## src/rtl/fetch_pkg.sv

```systemverilog
// Shared definitions for the fetch-stage PC sequencing controller:
// state encodings, PC-select class constants and default parameters.
package fetch_pkg;

   typedef enum logic [2:0] {
      ST_RUN     = 3'd0,
      ST_HANDLER = 3'd1,
      ST_DRAIN   = 3'd2,
      ST_HALTED  = 3'd3
   } fetch_state_e;

   // PC-select classes; exactly one is presented to the PC block per cycle.
   typedef enum logic [2:0] {
      CLS_INC  = 3'd0,
      CLS_BR   = 3'd1,
      CLS_JR   = 3'd2,
      CLS_EXC  = 3'd3,
      CLS_HOLD = 3'd4
   } pc_class_e;

   localparam int          DRAIN_CYCLES_DEF = 3;
   localparam int          DRAIN_CNT_W      = 8;
   localparam logic [15:0] EXC_VECTOR       = 16'h0002;

endpackage

```

## src/rtl/drain_counter.sv

```systemverilog
// Loadable down-counter used to time the halt drain; holds at zero and
// while frozen.
module drain_counter
   import fetch_pkg::*;
(
   input  logic                   clk,
   input  logic                   rst,
   input  logic                   load,
   input  logic [DRAIN_CNT_W-1:0] load_val,
   input  logic                   dec,
   input  logic                   freeze,
   output logic [DRAIN_CNT_W-1:0] cnt,
   output logic                   zero
);

   logic [DRAIN_CNT_W-1:0] cnt_q;
   logic [DRAIN_CNT_W-1:0] cnt_d;

   always_comb begin
      cnt_d = cnt_q;
      if (load) begin
         cnt_d = load_val;
      end else if (dec && !freeze && (cnt_q != '0)) begin
         cnt_d = cnt_q - 1'b1;
      end
   end

   always_ff @(posedge clk or posedge rst) begin
      if (rst) begin
         cnt_q <= '0;
      end else begin
         cnt_q <= cnt_d;
      end
   end

   assign cnt  = cnt_q;
   assign zero = (cnt_q == '0);

endmodule

```

## src/rtl/fetch_ctrl.sv

```systemverilog
// Fetch-stage PC sequencing controller: resolves stall/redirect/exception/
// halt requests into PC select controls, owns EPC and the halt-drain FSM.
module fetch_ctrl
   import fetch_pkg::*;
#(
   parameter int DRAIN_CYCLES = DRAIN_CYCLES_DEF
) (
   input  logic        clk,
   input  logic        rst,
   input  logic        if_stall,
   input  logic        dmem_stall,
   input  logic        hazard_stall,
   input  logic        br_taken,
   input  logic        jr_taken,
   input  logic        siic_dec,
   input  logic        rti_dec,
   input  logic        halt_dec,
   input  logic [15:0] ex_pc,
   output logic        pc_sel,
   output logic        reg_jmp,
   output logic        hold,
   output logic        siic,
   output logic        pc_stall,
   output logic        epc_sel,
   output logic [15:0] epc,
   output logic        flush,
   output logic        halted,
   output logic [2:0]  state
);

   localparam logic [DRAIN_CNT_W-1:0] DRAIN_LOAD = DRAIN_CNT_W'(DRAIN_CYCLES - 1);

   fetch_state_e state_q, state_d;
   logic [15:0]  epc_q, epc_d;
   logic         saved_hdl_q, saved_hdl_d;

   pc_class_e cls;
   logic      stall_c, epc_sel_c, flush_c, halted_c;
   logic      cnt_load, cnt_dec, cnt_zero;
   logic [DRAIN_CNT_W-1:0] cnt_val;

   drain_counter u_drain_counter (
      .clk      (clk),
      .rst      (rst),
      .load     (cnt_load),
      .load_val (DRAIN_LOAD),
      .dec      (cnt_dec),
      .freeze   (dmem_stall),
      .cnt      (cnt_val),
      .zero     (cnt_zero)
   );

   always_comb begin
      state_d     = state_q;
      epc_d       = epc_q;
      saved_hdl_d = saved_hdl_q;
      cls         = CLS_INC;
      stall_c     = 1'b0;
      epc_sel_c   = 1'b0;
      flush_c     = 1'b0;
      halted_c    = 1'b0;
      cnt_load    = 1'b0;
      cnt_dec     = 1'b0;
      case (state_q)
         ST_RUN, ST_HANDLER: begin
            if (dmem_stall) begin
               cls = CLS_HOLD;
            end else if (br_taken) begin
               cls     = CLS_BR;
               flush_c = 1'b1;
            end else if (jr_taken) begin
               cls     = CLS_JR;
               flush_c = 1'b1;
            end else if (siic_dec && (state_q == ST_RUN)) begin
               cls     = CLS_EXC;
               flush_c = 1'b1;
               epc_d   = ex_pc;
               state_d = ST_HANDLER;
            end else if (rti_dec && (state_q == ST_HANDLER)) begin
               cls       = CLS_JR;
               epc_sel_c = 1'b1;
               flush_c   = 1'b1;
               state_d   = ST_RUN;
            end else if (halt_dec || siic_dec) begin
               // A SIIC reaching here is nested inside the handler: halt instead.
               cls         = CLS_HOLD;
               flush_c     = 1'b1;
               cnt_load    = 1'b1;
               saved_hdl_d = (state_q == ST_HANDLER);
               state_d     = ST_DRAIN;
            end else if (if_stall || hazard_stall) begin
               stall_c = 1'b1;
            end
         end
         ST_DRAIN: begin
            if (dmem_stall) begin
               cls = CLS_HOLD;
            end else if (br_taken || jr_taken) begin
               // An older instruction redirected: the halt was on a wrong path.
               cls     = br_taken ? CLS_BR : CLS_JR;
               flush_c = 1'b1;
               state_d = saved_hdl_q ? ST_HANDLER : ST_RUN;
            end else begin
               cls = CLS_HOLD;
               if (cnt_zero) begin
                  state_d = ST_HALTED;
               end else begin
                  cnt_dec = 1'b1;
               end
            end
         end
         ST_HALTED: begin
            cls      = CLS_HOLD;
            halted_c = 1'b1;
         end
         default: begin
            state_d = ST_RUN;
         end
      endcase
   end

   always_ff @(posedge clk or posedge rst) begin
      if (rst) begin
         state_q     <= ST_RUN;
         epc_q       <= 16'h0000;
         saved_hdl_q <= 1'b0;
      end else begin
         state_q     <= state_d;
         epc_q       <= epc_d;
         saved_hdl_q <= saved_hdl_d;
      end
   end

   // Outputs are forced quiet for as long as reset is held.
   assign pc_sel   = !rst && (cls == CLS_BR);
   assign reg_jmp  = !rst && (cls == CLS_JR);
   assign hold     = !rst && (cls == CLS_HOLD);
   assign siic     = !rst && (cls == CLS_EXC);
   assign pc_stall = !rst && stall_c;
   assign epc_sel  = !rst && epc_sel_c;
   assign flush    = !rst && flush_c;
   assign halted   = !rst && halted_c;
   assign epc      = epc_q;
   assign state    = state_q;

   logic unused_cnt;
   assign unused_cnt = ^cnt_val;

endmodule

```

## config.mk

```make
export PLATFORM = sky130hd
export DESIGN_NAME = fetch_ctrl
export DESIGN_NICKNAME = d
export VERILOG_FILES = /design/src/rtl/fetch_pkg.sv /design/src/rtl/drain_counter.sv /design/src/rtl/fetch_ctrl.sv
export SDC_FILE = /design/constraint.sdc
export NUM_CORES = 1
export LEC_CHECK = 0
export CORE_MARGIN = 10
export CORE_UTILIZATION = 46
export DETAILED_ROUTE_END_ITERATION = 12
export PLACE_DENSITY = 0.76
export SLEW_MARGIN = 15
export SYNTH_ARGS = -nofsm -noshare
export SYNTH_HDL_FRONTEND = slang
export SYNTH_HIERARCHICAL = 1
export SYNTH_SLANG_ARGS = --single-unit
```

## constraint.sdc

```tcl
create_clock -name clk -period 2.9 [get_ports clk]
set_clock_uncertainty 0.1 [all_clocks]
set_input_delay 0.29 -clock clk [delete_from_list [all_inputs] [get_ports clk]]
set_output_delay 0.29 -clock clk [all_outputs]
set_load 0.02 [all_outputs]
```

# --- Yosys cells after proc, flatten, opt, wreduce, memory -nomap -nowiden ---
# Index checks and enable logic that the tools add are counted.
totals:
  regBits: 28
  input_bits: 26
  word_cells: 106
op_classes:
  eq_ne: 13
  mux: 57
  n_bitwise: 6
  reduce_logical: 25
  add_sub_neg: 1
op_table:
  columns: ["op", "count"]
  rows:
  - ["$mux W3", 17]
  - ["$mux W1", 34]
  - ["$pmux W3 S3", 2]
  - ["$mux W8", 2]
  - ["$reduce_and A7 Y1", 2]
  - ["$eq A3 B2 Y1 const B", 4]
  - ["$logic_and A1 B1 Y1", 12]
  - ["$logic_not A8 Y1", 1]
  - ["$ne A2 B2 Y1 const B", 4]
  - ["$reduce_bool A8 Y1", 1]
  - ["$sub A8 B1 Y8 const B", 1]
  - ["$eq A3 B1 Y1 const B", 2]
  - ["$not A1 Y1", 6]
  - ["$reduce_and A5 Y1", 1]
  - ["$ne A4 B4 Y1 const B", 1]
  - ["$eq A3 B3 Y1 const B", 1]
  - ["$logic_not A3 Y1", 1]
  - ["$logic_or A1 B1 Y1", 3]
  - ["$ne A3 B3 Y1 const B", 1]
  - ["$logic_not A1 Y1", 2]
  - ["$mux W2", 1]
  - ["$pmux W1 S2", 1]
  - ["$reduce_bool A2 Y1", 1]
  - ["$reduce_or A2 Y1", 1]

# --- Depth between registers and ports, before layout ---
# Gate-level depths: netlist of run 1.
depth:
  depth_word: 10
  depth_mapped: 9

# --- Cells and area by module ---
# Netlist of run 1, hierarchy kept.
by_module_without_submodules:
  columns: ["module", "cells_per_inst", "n_inst", "area_per_inst_um2", "seq_area_each_um2"]
  rows:
  - ["fetch_ctrl", 94, 1, 1091.0, 475.5]
  - ["drain_counter", 61, 1, 551.8, 200.2]

# --- Worst setup path before layout of run 1 ---
# No wires, ideal clock.
synth_timing:
  path_type: "register to register"
  startpoint: "register u_drain_counter.cnt_q[0] (netlist: u_drain_counter/cnt[0])"
  endpoint: "register u_drain_counter.cnt_q[7] (netlist: u_drain_counter/cnt[7])"
  stages_incl_launch_ff: 10
  period_less_slack_ns: 2.389
  setup_slack_ns: 0.511
  required_ns: 2.675
  arrival_time_ns: 2.164
  n_path_buf: 0
  setup_ns: 0.125
  path_cell_list: "dfrtp_1 inv_1 ha_1 nor4b_4 and2_1 nor4b_1 nand2b_1 a2111oi_4 xnor2_1 mux2_2"
synth_via:
  elab_chain_cells: 8
  elab_cells_between_ends: 12
  cone_classes: "add/sub (1); mux (6); reduce/logical (5)"
synth_rtl:
  columns: ["element", "line", "rtl"]
  rows:
  - ["from (decl)", "drain_counter.sv:16", "logic [DRAIN_CNT_W-1:0] cnt_q;"]
  - ["from (signal assigned)", "drain_counter.sv:32", "cnt_q <= cnt_d;"]
  - ["$logic_not A8 Y1", "drain_counter.sv:37", "assign zero = (cnt_q == '0);"]
  - ["net cnt_zero", "fetch_ctrl.sv:39", "logic cnt_load, cnt_dec, cnt_zero;"]
  - ["$mux W1", "fetch_ctrl.sv:105", "if (cnt_zero) begin"]
  - ["$mux W1", "fetch_ctrl.sv:98", "end else if (br_taken || jr_taken) begin"]
  - ["$mux W1", "fetch_ctrl.sv:96", "if (dmem_stall) begin"]
  - ["$mux W1", "fetch_ctrl.sv:64", "case (state_q)"]
  - ["net cnt_dec", "fetch_ctrl.sv:39", null]
  - ["$logic_and A1 B1 Y1 (2 in a row)", "drain_counter.sv:23", "end else if (dec && !freeze && (cnt_q != '0)) begin"]
  - ["$reduce_bool A2 Y1 (no line)", null, null]
# The timed path passes the listed nets, and every way through them passes these cells. The select of a mux whose other input is x is not followed.
# A chain may end at the register's enable or synchronous reset.

# --- Worst setup path in the final report of run 1 ---
layout_timing:
  startpoint: "register state_q[0] (netlist: state[0])"
  endpoint: "output port pc_sel"
layout_via:
  elab_chain_cells: 10
  elab_cells_between_ends: 15
  cone_classes: "eq/ne (4); mux (6); reduce/logical (5)"
layout_rtl:
  columns: ["element", "line", "rtl"]
  rows:
  - ["from (decl)", "fetch_ctrl.sv:33", "fetch_state_e state_q, state_d;"]
  - ["from (signal assigned)", "fetch_ctrl.sv:128", "state_q <= state_d;"]
  - ["$eq A3 B1 Y1", "fetch_ctrl.sv:64, fetch_ctrl.sv:79", null]
  - ["$logic_and A1 B1 Y1", "fetch_ctrl.sv:79", "end else if (rti_dec && (state_q == ST_HANDLER)) begin"]
  - ["$mux W3", "fetch_ctrl.sv:79", null]
  - ["$mux W3", "fetch_ctrl.sv:74", "end else if (siic_dec && (state_q == ST_RUN)) begin"]
  - ["$mux W3", "fetch_ctrl.sv:71", "end else if (jr_taken) begin"]
  - ["$mux W3", "fetch_ctrl.sv:68", "end else if (br_taken) begin"]
  - ["$mux W3", "fetch_ctrl.sv:66", "if (dmem_stall) begin"]
  - ["$pmux W3 S3 (*)", "fetch_ctrl.sv:64", null]
  - ["$eq A3 B1 Y1 (*)", "fetch_ctrl.sv:135", "assign pc_sel = !rst && (cls == CLS_BR);"]
  - ["$logic_and A1 B1 Y1 (*)", "fetch_ctrl.sv:135", null]
  - ["to (decl)", "fetch_ctrl.sv:19", "output logic pc_sel,"]
# Every way passes the cells marked *; elsewhere a longest branch is shown, timed or not.

==> out/results.txt, run 1 <==
Max-slew violations -> 0
Reg-to-reg slack, setup -> 220 ps
Arrival @ worst endpoint -> 2340 ps
Io pins -> 53
Gate Count Post-Synth -> 155
Most frequent cells in the layout -> 50 x clkdlybuf4s50_1, 26 x dfrtp_1, 13 x nand2_1
CTS sink cnt -> 27
Power Dens Cells -> 855 mW/mm^2
Final Hold Vio Count -> 0
Run status -> finished clean
Routed WL -> 4080 um
Commonest non-fill, non-tap cell in the layout -> clkdlybuf4s50_1
DR vias -> 1,369
Max FO, Critical Path -> 9
TritonCTS clock tree -> done
Setup Fix Bufs, Post-CTS -> 0
Area Overhead vs Synth -> 37.7%
Final setup TNS -> 0 ps
TritonRoute pass-1 iters -> 4
Tot GR Track Use -> 13.4%
Initial DRC count -> 52
Worst path required time -> 2510 ps
Cts repair resizes -> 1
Yosys warns -> 6
Nets -> 242
# DRC -> 0
Worst-margin pin slew -> 707 ps
Initial Util -> 48.5%
Post-Syn Area -> 0.00164 mm^2
Yosys cell types -> 51
Wire length per cell -> 15.7 um
Clock transition at path regs -> 160 ps
Critical path class -> reg2out
Die area -> 0.00636 mm^2
Reg-to-reg startpoint -> u_drain_counter/cnt[0]$_DFFE_PP0P_
Fillers -> 255
Hold_buf cts -> 0
Hold/Removal Path Class -> in2async
Die width -> 79.8 um
Ratio of cells with drive above 1 in the final layout -> 14.5%
Largest net degree at the start of global routing -> 20
First-pass GRT wire length -> 7020 um
Antenna violations before repair -> 0
CTS max path bufs -> 2
Max Fclk -> 366 MHz
Fin crit share -> 94.2%
Sequential share of the synthesized area -> 41.1%
Post-route ant nets -> 0
Buffers added on ports -> 51
Final setup fails -> 0
Clock Latency Late Sink -> 320 ps
Fraction of registers with async set/reset -> 100%
Vias in the first global route -> 1,463
Register area -> 677 um^2
Crit path time final -> 2730 ps
Multi-input gate area -> 906 um^2
CP startpoint kind -> flop
Routability cong. -> 0.821
Hpwl dp -> 3310 um
Number of synthesized flops with an enable pin -> 0
Vias/cell -> 5.27
Overflow after GRT -> 0
Pleak -> 0.975 nW
Core outline area -> 0.00339 mm^2
Finished Layout Cells -> 260
H-tree depth -> 1
Worst rel slew slack -> 52.8%
Ys flop type -> dfrtp_1
Reg2Reg Capture Point -> u_drain_counter/cnt[7]$_DFFE_PP0P_
Kind of end point of the critical path -> output pin
RSZ-0062 raised after global routing -> no
Worst r2r path cells -> 9
Worst VDD drop -> 0.529 mV
Post-Place Cells -> 256
Max Cap Violations -> 0
CTS Buf Count -> 3
Finished Core Util -> 66.7%
#FFs+latches synth -> 27
Diode count -> 0
Die H -> 79.8 um
Rows -> 21
Syn Area/Cell -> 10.6 um^2
CTS Root Cell -> clkbuf_4
-- Yosys cell counts, types with 2 or more instances --
cell      number  area, um^2
o21bai_1       2        15.0
and3_1         2        12.5
o21ai_1        3        15.0
a31oi_1        3        18.8
dfrtp_1       27         676
mux2_4        10         150
nor3_1         4        20.0
conb_1         2        7.51
mux2i_1        2        20.0
or4_4          2        22.5
nand2b_1       3        18.8
o21ai_0        4        20.0
a32oi_1        2        17.5
clkbuf_1       3        11.3
mux2_1         7        78.8
buf_4          3        22.5
a21oi_1        6        30.0
xnor2_1        2        17.5
o41ai_1        2        17.5
or3_1          2        12.5
inv_1          9        33.8
a211oi_1       3        22.5
or2_1          2        12.5
nand3_1        2        10.0
nor2_1         8        30.0
nand2_1       13        48.8
nor2b_1        3        18.8
-- cell families (layout without fill, tap and decap cells) --
family / count (synthesis) / count (layout) / synth area share, %
AOI/OAI and AO/OA: 34 / 34 / 15.6
xor gates and xnor gates: 2 / 2 / 1.07
adders and majority gates: 1 / 1 / 0.761
buffers and inverters: 18 / 70 / 5.33
DFF: 27 / 27 / 41.1
muxes: 20 / 20 / 15.8
other: 2 / 9 / 0.457
and+or+nand+nor: 51 / 51 / 19.8
-- sequential cells by signal, summed over array words and instances, names as in the netlist --
| register | flops |
|---|---|
| state | 2 |
| u_drain_counter/cnt | 8 |
| epc | 16 |
| saved_hdl_q | 1 |
-- per-layer routing --
layer | vias up | GRT usage, % | share of wire [%] | routed length [um]
li1 | 666 | - | - | -
met1 | 665 | 16.0 | 44 | 1800
met2 | 36 | 22.4 | 47 | 1930
met3 | 2 | 5.63 | 8.1 | 330
met4 | 0 | 2.11 | 0.47 | 19
met5 | - | 0 | 0 | 0
-- worst max path at each step --
stage          depth (start not counted)  slack [ps]                                  to                               start
6_report                               4         170                              pc_sel                state[0]$_DFFE_PP0P_
5_1_grt                                9          40  u_drain_counter/cnt[3]$_DFFE_PP0P_  u_drain_counter/cnt[0]$_DFFE_PP0P_
4_1_cts                                4         0.8                                siic                state[0]$_DFFE_PP0P_
3_5_place_dp                           5          60                                siic                            siic_dec
3_3_place_gp                           5          80                                siic                            siic_dec
2_1_floorplan                          9         510  u_drain_counter/cnt[7]$_DFFE_PP0P_  u_drain_counter/cnt[0]$_DFFE_PP0P_
-- stage by stage --
stage,instance area (um^2),power [mW],worst slack (ps),hold WS [ps]
6_report,2260,1.93,169,359
5_1_grt,2260,2.08,36.1,399
4_1_cts,2260,1.95,0.842,362
3_5_place_dp,2230,1.77,58.0,383
3_3_place_gp,2230,1.74,84.7,374
2_1_floorplan,1670,1.33,511,5.66
-- area by class of cell --
cell class | count | share of cell area, %
clock buffer | 3 | 0.996
clock inverter | 1 | 0.332
inverter | 9 | 1.49
multi-input combinational | 117 | 40.0
sequential | 27 | 29.9
tap | 46 | 2.54
timing repair buffer | 57 | 24.7
-- worst max-delay path, cell delays in order (launching register included) --
cell	delay [ps]
dfrtp_2	500
or4b_4	530
a31oi_1	200
and3_1	180
clkdlybuf4s50_1	610
-- power by group --
part,total [mW],switching (mW),internal (mW)
Clock,0.167,0.115,0.0526
Combinational,1.03,0.491,0.544
Sequential,0.732,0.176,0.556
Total,1.93,0.781,1.15
No activity file was read; power rests on OpenSTA's default activity.
==> run 2, diff against run 1 <==
--- a/config.mk
+++ b/config.mk
@@ -8,7 +8,8 @@
 export CORE_MARGIN = 10
 export CORE_UTILIZATION = 46
 export DETAILED_ROUTE_END_ITERATION = 12
-export PLACE_DENSITY = 0.76
+export HOLD_SLACK_MARGIN = 0.06
+export PLACE_DENSITY = 0.86
 export SLEW_MARGIN = 15
 export SYNTH_ARGS = -nofsm -noshare
 export SYNTH_HDL_FRONTEND = slang
==> run 2 against run 1 <==
- critical path depth unchanged
- register-to-register slack about the same
- non-clock buffer count up 2
- total power up 0.88%
- die area unchanged
- critical path type unchanged
- largest power group unchanged
==> out/results.txt, run 2 (same netlist as run 1, synthesis figures left out) <==
Run status -> finished clean
Ratio of cells with drive above 1 in the final layout -> 14.8%
Vias/cell -> 5.40
Buffers added on ports -> 51
CTS Buf Count -> 3
Worst r2r path cells -> 9
Pleak -> 0.977 nW
Critical path class -> reg2out
Placed Area -> 0.00224 mm^2
Initial DRC count -> 121
Max reg flops -> 16
Fillers -> 261
CTS max path bufs -> 2
Area Overhead vs Synth -> 38.4%
Max Fclk -> 364 MHz
Worst-margin pin slew -> 679 ps
Max FO, Critical Path -> 7
# DRC -> 0
Vias in the first global route -> 1,450
Worst path required time -> 2510 ps
Die width -> 79.8 um
Core outline area -> 0.00339 mm^2
Commonest non-fill, non-tap cell in the layout -> clkdlybuf4s50_1
Max Cap Violations -> 0
TritonRoute pass-1 iters -> 4
DR vias -> 1,415
Final setup TNS -> 0 ps
CTS sink cnt -> 27
Antenna violations before repair -> 0
Die H -> 79.8 um
Wire length per cell -> 15.8 um
Register area -> 676 um^2
Max Used Layer -> met4
Finished Core Util -> 67.1%
Power Dens Cells -> 858 mW/mm^2
Setup Fix Bufs, Post-CTS -> 0
CP startpoint kind -> flop
Power Total -> 1.95 mW
Final setup fails -> 0
H-tree depth -> 1
Clock transition at path regs -> 160 ps
Kind of end point of the critical path -> output pin
Met1 wire length -> 1720 um
Post-Place Cells -> 258
Hold/Removal Path Class -> in2async
Finished Layout Cells -> 262
Most frequent cells in the layout -> 50 x clkdlybuf4s50_1, 27 x dfrtp_1, 13 x nand2_1
Max-slew violations -> 0
First-pass GRT wire length -> 6930 um
Arrival @ worst endpoint -> 2350 ps
Largest net degree at the start of global routing -> 20
Overflow after GRT -> 0
Routed WL -> 4130 um
Met3 wire length -> 324 um
Worst rel slew slack -> 54.7%
RSZ-0062 raised after global routing -> no
Rows -> 21
Nets -> 244
Multi-input gate area -> 906 um^2
CTS Root Cell -> clkbuf_4
Final Hold Vio Count -> 0
Hpwl dp -> 3220 um
Worst VDD drop -> 0.566 mV
Post-route ant nets -> 0
Clock Latency Late Sink -> 340 ps
Io pins -> 53
Met2 Routed Length -> 2040 um
Crit path time final -> 2740 ps
Design area -> 0.00227 mm^2
Fin crit share -> 94.6%
Diode count -> 0
TritonCTS clock tree -> done
Die area -> 0.00636 mm^2
Initial Util -> 48.5%
Routability cong. -> 0.859
Tot GR Track Use -> 12.9%
run 2: cell type report:
type	count	area share [%]
Tap cell	46	2.53
Clock buffer	3	0.991
Multi-Input combinational cell	117	39.8
Timing Repair Buffer	59	25.0
Inverter	9	1.49
Clock inverter	1	0.385
Sequential cell	27	29.7
run 2: metal layers:
layer	track usage (%)	vias up
li1	-	675
met5	0	-
met2	22.7	65
met4	4.23	0
met1	15.4	669
met3	2.48	6
run 2: repair_timing:
action,4_1_cts,5_1_grt
hold buffers,0,0
setup endpoints to repair,1,0
gates resized for setup,1,0
run 2: per-stage QoR:
step / worst slack, ps / hold WS [ps]
floorplan: 511 / 5.66
global placement: 108 / 375
detailed placement: 75.4 / 385
CTS: 123 / 356
global route: 26.9 / 419
finish: 156 / 367
run 2: power by group:
| part | leakage [nW] | switching, mW | internal, mW |
|---|---|---|---|
| Sequential | 0.334 | 0.170 | 0.554 |
| Combinational | 0.625 | 0.498 | 0.550 |
| Clock | 0.0183 | 0.122 | 0.0563 |
run 2: critical path: stages (launching register included):
cell	delay [ps]
dfrtp_1	500
mux2i_1	180
or4_4	450
a211oi_1	240
clkdlybuf4s50_1	650
run 2: worst paths after layout:
path / from / endpoint / slack [ps]
setup / recovery: state[0]$_DFFE_PP0P_ / reg_jmp / 160
hold / removal: rst / u_drain_counter/cnt[1]$_DFFE_PP0P_ / 370
setup reg to reg: u_drain_counter/cnt[0]$_DFFE_PP0P_ / u_drain_counter/cnt[7]$_DFFE_PP0P_ / 230
hold reg to reg: epc[5]$_DFFE_PP0P_ / epc[5]$_DFFE_PP0P_ / 410
max in group asynchronous: rst / epc[15]$_DFFE_PP0P_ / 1760
min in group clk: epc[5]$_DFFE_PP0P_ / epc[5]$_DFFE_PP0P_ / 410
